File: src/rtl/mult_pkg.sv
// Shared definitions for the multiplier datapath family.
package mult_pkg;

   // Default operand width and the matching product width.
   localparam int DEF_DW  = 8;
   localparam int DEF_D2W = 2 * DEF_DW;

   // Fixed-width types used by the 8-bit multiplier datapath.
   typedef logic [DEF_DW-1:0]  data_t;
   typedef logic [DEF_D2W-1:0] product_t;

   // Sign/magnitude view of a two's complement operand.
   typedef struct packed {
      logic  sign;
      data_t mag;
   } comp2_t;

   typedef enum logic [1:0] {
      IDLE = 2'd0,
      CALC = 2'd1,
      SIGN = 2'd2,
      DONE = 2'd3
   } mult_state_e;

endpackage

File: src/rtl/mult_abs.sv
// Operand magnitude/sign split. In signed mode the most negative value maps
// to 2^(DW-1), which still fits in DW unsigned bits.
module mult_abs #(
   parameter int DW = 8
) (
   input  logic [DW-1:0] x_i,
   input  logic          signed_i,
   output logic [DW-1:0] mag_o,
   output logic          neg_o
);

   // Negate only when the operand is signed and its msb is set.
   always_comb begin
      neg_o = signed_i & x_i[DW-1];
      mag_o = neg_o ? (DW'(0) - x_i) : x_i;
   end

endmodule

File: src/rtl/seq_mult_sm.sv
// Shift-add sequential multiplier with start/busy/done handshake.
// Works on magnitudes and applies the final sign in a dedicated cycle, so the
// latency is a fixed DW+2 cycles regardless of operand values.
//
//   state | meaning
//   ------+-------------------------------------------------------------
//   IDLE  | waiting for start_i; latches magnitudes and result sign
//   CALC  | one shift-add step per cycle, DW steps total
//   SIGN  | applies sign to accumulator, updates product_o/sign_o
//   DONE  | done_o pulse for one cycle, start_i ignored
module seq_mult_sm
   import mult_pkg::*;
#(
   parameter int DW = DEF_DW
) (
   input  logic            clk,
   input  logic            rst_n,
   input  logic            start_i,
   input  logic            signed_i,
   input  logic            clear_i,
   input  logic [DW-1:0]   mltnd_i,
   input  logic [DW-1:0]   mlter_i,
   output logic            busy_o,
   output logic            done_o,
   output logic [2*DW-1:0] product_o,
   output logic            sign_o
);

   localparam int CW = $clog2(DW + 1);
   localparam int PW = 2 * DW;

   mult_state_e   state_q,   state_d;
   logic [PW-1:0] acc_q,     acc_d;
   logic [PW-1:0] mltnd_q,   mltnd_d;
   logic [DW-1:0] mlter_q,   mlter_d;
   logic [CW-1:0] cnt_q,     cnt_d;
   logic          neg_q,     neg_d;
   logic [PW-1:0] product_q, product_d;
   logic          sign_q,    sign_d;

   logic [DW-1:0] mag_a, mag_b;
   logic          neg_a, neg_b;

   mult_abs #(.DW(DW)) u_abs_mltnd (
      .x_i      (mltnd_i),
      .signed_i (signed_i),
      .mag_o    (mag_a),
      .neg_o    (neg_a)
   );

   mult_abs #(.DW(DW)) u_abs_mlter (
      .x_i      (mlter_i),
      .signed_i (signed_i),
      .mag_o    (mag_b),
      .neg_o    (neg_b)
   );

   // Next-state and datapath updates; clear_i overrides everything and leaves
   // the published result untouched.
   always_comb begin
      state_d   = state_q;
      acc_d     = acc_q;
      mltnd_d   = mltnd_q;
      mlter_d   = mlter_q;
      cnt_d     = cnt_q;
      neg_d     = neg_q;
      product_d = product_q;
      sign_d    = sign_q;

      if (clear_i) begin
         state_d = IDLE;
      end else begin
         unique case (state_q)
            IDLE: begin
               if (start_i) begin
                  mltnd_d = {{DW{1'b0}}, mag_a};
                  mlter_d = mag_b;
                  neg_d   = neg_a ^ neg_b;
                  acc_d   = '0;
                  // Down-counter: the step taken with cnt_q == 0 is the last.
                  cnt_d   = CW'(DW - 1);
                  state_d = CALC;
               end
            end
            CALC: begin
               if (mlter_q[0]) begin
                  acc_d = acc_q + mltnd_q;
               end
               mltnd_d = mltnd_q << 1;
               mlter_d = mlter_q >> 1;
               if (cnt_q == '0) begin
                  state_d = SIGN;
               end else begin
                  cnt_d = cnt_q - CW'(1);
               end
            end
            SIGN: begin
               // A zero magnitude never reports as negative.
               if (acc_q == '0) begin
                  product_d = '0;
                  sign_d    = 1'b0;
               end else begin
                  product_d = neg_q ? (PW'(0) - acc_q) : acc_q;
                  sign_d    = neg_q;
               end
               state_d = DONE;
            end
            DONE: begin
               state_d = IDLE;
            end
            default: begin
               state_d = IDLE;
            end
         endcase
      end
   end

   // State and datapath registers.
   always_ff @(posedge clk or negedge rst_n) begin
      if (!rst_n) begin
         state_q   <= IDLE;
         acc_q     <= '0;
         mltnd_q   <= '0;
         mlter_q   <= '0;
         cnt_q     <= '0;
         neg_q     <= 1'b0;
         product_q <= '0;
         sign_q    <= 1'b0;
      end else begin
         state_q   <= state_d;
         acc_q     <= acc_d;
         mltnd_q   <= mltnd_d;
         mlter_q   <= mlter_d;
         cnt_q     <= cnt_d;
         neg_q     <= neg_d;
         product_q <= product_d;
         sign_q    <= sign_d;
      end
   end

   // Handshake outputs decoded straight from the state register.
   always_comb begin
      busy_o    = (state_q == CALC) || (state_q == SIGN);
      done_o    = (state_q == DONE);
      product_o = product_q;
      sign_o    = sign_q;
   end

endmodule

File: config.mk
export PLATFORM = sky130hd
export DESIGN_NAME = seq_mult_sm
export DESIGN_NICKNAME = d
export VERILOG_FILES = /design/src/rtl/mult_pkg.sv /design/src/rtl/mult_abs.sv /design/src/rtl/seq_mult_sm.sv
export SDC_FILE = /design/constraint.sdc
export NUM_CORES = 1
export LEC_CHECK = 0
export CORE_MARGIN = 1
export CORE_UTILIZATION = 48
export DETAILED_ROUTE_END_ITERATION = 16
export GPL_ROUTABILITY_DRIVEN = 0
export PLACE_DENSITY_LB_ADDON = 0.12
export SYNTH_ARGS = -nofsm -noshare
export SYNTH_HDL_FRONTEND = slang
export SYNTH_SLANG_ARGS = --single-unit
File: constraint.sdc
create_clock -name clk -period 4 [get_ports clk]
set_input_delay 0.8 -clock clk [delete_from_list [all_inputs] [get_ports clk]]
set_output_delay 0.8 -clock clk [all_outputs]
set_load 0.05 [all_outputs]
* Word level (Yosys, flattened, before mapping)
Cells that the tools add are included.
Word-level totals: register bits after elaboration 64, output and inout port bits 19, logic and storage cells 55
Operators by class: $add $sub $neg 5, equality and inequality tests 8, muxes and demuxes 19, bitwise gates (word level) 4, reduce and logical (&&, ||, !) cells 11
Operators by type and width (count):
- $mux W16 | 5
- $pmux W16 S2 | 2
- $mux W8 | 3
- $add A16 B16 Y16 | 1
- $logic_not A16 Y1 | 1
- $pmux W8 S2 | 1
- $sub A1 B16 Y16 const A | 1
- $sub A1 B8 Y8 const A | 2
- $mux W4 | 2
- $pmux W2 S4 | 1
- $pmux W4 S2 | 1
- $reduce_and A4 Y1 | 2
- $mux W2 | 3
- $ne A2 B2 Y1 const B | 3
- $ne A3 B3 Y1 const B | 2
- $reduce_and A3 Y1 | 2
- $eq A2 B2 Y1 const B | 2
- $logic_not A4 Y1 | 1
- $reduce_and A2 Y1 | 2
- $sub A4 B1 Y4 const B | 1
- $and A1 B1 Y1 | 2
- $eq A2 B1 Y1 const B | 1
- $logic_not A2 Y1 | 1
- $reduce_bool A2 Y1 | 1
- other kinds (4) | 4

* Longest topological paths before layout
word-level depth 4, depth in mapped cells 9, mapped depth without buffers 9

* By module
Synthesis repeated with hierarchy kept, for this count alone.
Second synthesis, totals: cell total of the unflattened synthesis 444, area, all modules 4025.1 sq um
Modules (own cells, without submodules):
- seq_mult_sm | times used 1, cells each 394, area an instance 3717.3 sq um, sequential area each 1601.5 sq um
- mult_abs | times used 2, cells each 25, area an instance 153.9 sq um, sequential area each 0.0 sq um

* Worst setup path before layout
OpenSTA, ideal clock, no wires.
path type register to register, start reg acc_q[0], end reg acc_q[14], library setup time 0.092 ns, arrival 1.985 ns, path slack 1.923 ns, stages on the path, launching flop included 10, buffers on the path 0, clock period less this slack 2.077 ns, path through dfrtp_1 -> ha_1 -> inv_1 -> fa_1 -> nand2b_1 -> a21oi_2 -> o211ai_2 -> nor4_2 -> nor4_1 -> o31ai_2
On the way: word-level cells in the longest chain between the ends 3
Ends and longest elaborated chain:
- from (decl) | RTL line seq_mult_sm.sv:33 | logic [PW-1:0] acc_q, acc_d;
- from (signal assigned) | RTL line seq_mult_sm.sv:122 | acc_q <= '0;
- from (signal assigned) | RTL line seq_mult_sm.sv:131 | acc_q <= acc_d;
- $add A16 B16 Y16 | RTL line seq_mult_sm.sv:87 | acc_d = acc_q + mltnd_q;
- $mux W16 | RTL line seq_mult_sm.sv:86 | if (mlter_q[0]) begin
- $pmux W16 S2 | RTL line seq_mult_sm.sv:73 | unique case (state_q)
Every way passes these cells. The select of a mux whose other input is x is not followed. A chain may end at the register's enable or synchronous reset.

* Worst setup path after layout
start reg state_q[0], end out busy_o
On the way: word-level cells in the longest chain between the ends 2, elaborated cells between the ends (all ways) 3, classes of those cells eq/ne (2); reduce/logical (1)
Ends and longest elaborated chain:
- from (decl) | RTL line seq_mult_sm.sv:32 | mult_state_e state_q, state_d;
- from (signal assigned) | RTL line seq_mult_sm.sv:130 | state_q <= state_d;
- $eq A2 B1 Y1 or $eq A2 B2 Y1 (tied branches) | RTL line seq_mult_sm.sv:143 | busy_o = (state_q == CALC) || (state_q == SIGN);
- $logic_or A1 B1 Y1 (*) | RTL line seq_mult_sm.sv:143
- to (decl) | RTL line seq_mult_sm.sv:23 | output logic busy_o,
Mark *: on every way between the ends. The rest lies on a longest branch, timed or not.

==> results.toml <==
[critical_path]
slowest_stage = "clkdlybuf4s50_1"
arrival_ps = 1990
critPathKind = "reg -> out"
rr_worst_depth = 8
crit_chain = "inv_1 -> ha_1 -> clkdlybuf4s50_1"
cp_max_fo = 4
path_buf_inv = 2
crit_family = "buffers and inverters"
slowest_delay_ps = 800
start_kind = "flop"
path_depth = 3
endpoint_kind = "output port"
critPathRequiredTime_ps = 3200

[synthesis]
synth_edf_count = 0
syn_inst = 448
synth_seq_cells = 64
synth_area_per_cell_um2 = 8.83
syn_nets = 493
synth_most_common_cell = "nand2_1"
ys_warn_count = 0
ys_top_cells_by_count = "nand2_1 (76), dfrtp_1 (64), o21ai_0 (52), a21oi_1 (39), nor2_1 (25)"
yosys.area.top_type = "dfrtp_1"
ys.flop_type = "dfrtp_1"
synth_area_leaders = "dfrtp_1 (40%), ha_1 (7.3%), nand2_1 (7.2%)"
syn_area_um2 = 3960
ys_seq_area_share_pct = 40.5
synth_top_area_share_pct = 40.5
async_flop_share_pct = 100
synth_cell_type_count = 52

[die]
die_height_um = 92.8
io_pins = 40
dieArea_um2 = 8610
die_x_um = 92.8
rows = 32
core_um2 = 7850
initial_utilization_pct = 50.4

[cts]
cts_resized = 0
cts_setup_buffers = 0
cts.clk_slew.worst_paths_ps = 80
clock_latency_ps = 350
h-tree-depth = 3
hold_buffers = 0
clock_path_buffers = 2
root_buffer = "clkbuf_8"
tritoncts = "built"
cts_made_buffers = 9
clock_sinks = 64

[sta]
rsz0062_at_grt = "no"
slew_viol_final = 0
worst_slack_ps = 1210
holdWs_ps = 478
slew_headroom_pct = 39.9
tightest_slew_ps = 902
fmax_mhz = 358
setup_viol = 0
post-route-period-util_pct = 69.7
hold_viol = 0
period_needed_ps = 2790
finalClockSkew_ps = 13.1
fin_tns_setup_ps = 0

[global_route]
grt_max_degree = 37
grt_pass1_vias = 3105
track_usage_pct = 21.5
grt_antenna_before_repair = 0
overflow = 0
grt_pass1_wl_um = 14500

[flow_run]
drv_cap = 0

[cells_and_area]
diodes = 0
nFillCells = 720
area_growth_pct = 16.6
nets = 530
drive_gt1_share_pct = 6.94

[power_and_ir_drop]
switchingPower_mw = 1.41
ir_drop_mv = 0.255
finalPower_mw = 3.13
pwr-share-seq_pct = 34.2
clkPwrFrac_pct = 17.1
p_per_area_nw_per_um2 = 678
p_int_mw = 1.72
p_leak_nw = 2.03
swShare_pct = 45.1
combPwrFrac_pct = 48.7

[placement]
pre_cts_slack_ps = 1290
hpwl_um = 6260
port_buffers = 39

[outcome]
status = "completed"

[drt]
vias_per_cell = 5.47
ant_nets = 0
dr.pass1.iters = 4
num_vias = 3239
drc_errors = 0
drt_iter0_drc = 123
wl_per_cell_um = 13.8
totalWireLength_um = 8150

[hold_path]
hold-path-cell-count = 2
hold_path_class = "reg -> reg"
==> logic make-up (layout without fill, tap and decap cells) <==
family / after synthesis / count (layout) / share of synthesized area, %
fa+ha+maj: 24 / 24 / 7.78
mux: 5 / 5 / 1.26
buf+inv: 34 / 76 / 3.48
xor+xnor: 35 / 35 / 7.75
flops: 64 / 64 / 40.5
compound gates: 140 / 140 / 22.0
simple gates: 146 / 146 / 17.3
==> per-layer routing <==
layer | vias up | share of wire [%] | track usage, %
met2 | 69 | 47 | 34.0
met3 | 12 | 3.7 | 3.12
met5 | - | 0 | 0
met4 | 0 | 2.1 | 10.6
met1 | 1494 | 48 | 28.8
li1 | 1664 | - | -
==> flip-flops by register name, indices dropped and copies added (netlist names) <==
name and count:
cnt_q 4, mltnd_q 16, neg_q 1, product_o 16, state_q 2, sign_o 1, mlter_q 8, acc_q 16
==> final timing paths <==
kind | startpoint | endpoint | slack, ps
min | product_o[11]$_DFFE_PN0P_ | product_o[11]$_DFFE_PN0P_ | 480
max | state_q[0]$_DFFE_PN0P_ | busy_o | 1210
min in group asynchronous | rst_n | product_o[0]$_DFFE_PN0P_ | 510
min reg2reg | product_o[11]$_DFFE_PN0P_ | product_o[11]$_DFFE_PN0P_ | 480
max reg2reg | state_q[1]$_DFFE_PN0P_ | cnt_q[3]$_DFFE_PN0P_ | 1470
max in group asynchronous | rst_n | mltnd_q[9]$_DFFE_PN0P_ | 2620
==> cells in the final DEF (no fill, tap or decap), types with 2 or more instances in the layout <==
cell type,n
o21ai_0,52
nand2b_1,7
nand3b_1,3
a22o_1,9
nor3_1,6
nand3_1,6
nand2_1,76
nor2_1,25
clkinv_2,3
ha_1,23
or2_2,2
o21bai_1,2
o31ai_1,4
or3_1,4
nand4_1,2
buf_4,4
nor3b_1,2
clkinvlp_4,2
dfrtp_1,64
a21oi_1,39
o41ai_2,2
nor4_1,4
xnor2_1,15
a31oi_1,5
a21oi_2,2
nor4_2,2
nor2b_1,2
o21ai_1,6
xor2_1,20
clkdlybuf4s50_1,38
mux2i_1,5
clkbuf_8,9
a22oi_1,2
o211ai_1,4
a21o_1,2
a211oi_1,2
inv_1,17
==> worst min-delay path, stage by stage (launching register included) <==
cell and delay [ps]:
dfrtp_1 340, nand2_1 40, o21ai_0 60
==> per-stage QoR <==
| step | instances | utilization (%) | cell area, um2 |
|---|---|---|---|
| finish | 592 | 58.8 | 4610 |
| global route | 592 | 58.8 | 4610 |
| CTS | 592 | 58.8 | 4610 |
| detailed placement | 576 | 56.4 | 4430 |
| global placement | 576 | 56.4 | 4430 |
| floorplan | 448 | - | 3960 |
==> layout make-up <==
cell class | count | area (um2) | area share [%]
Multi-Input combinational cell | 350 | 2220 | 48.1
Sequential cell | 64 | 1600 | 34.7
Tap cell | 102 | 128 | 2.77
Clock inverter | 6 | 60.1 | 1.30
Inverter | 17 | 63.8 | 1.38
Timing Repair Buffer | 43 | 415 | 9.00
Clock buffer | 10 | 128 | 2.77
==> power groups by stage <==
stage               Sequential, mW  Combinational, mW  Clock (mW)
floorplan                     1.21              0.992           0
global placement              1.07               1.49           0
detailed placement            1.08               1.53           0
CTS                           1.07               1.53       0.552
global route                  1.11               1.70       0.579
finish                        1.07               1.52       0.535
Power figures use the tool's default switching activity.
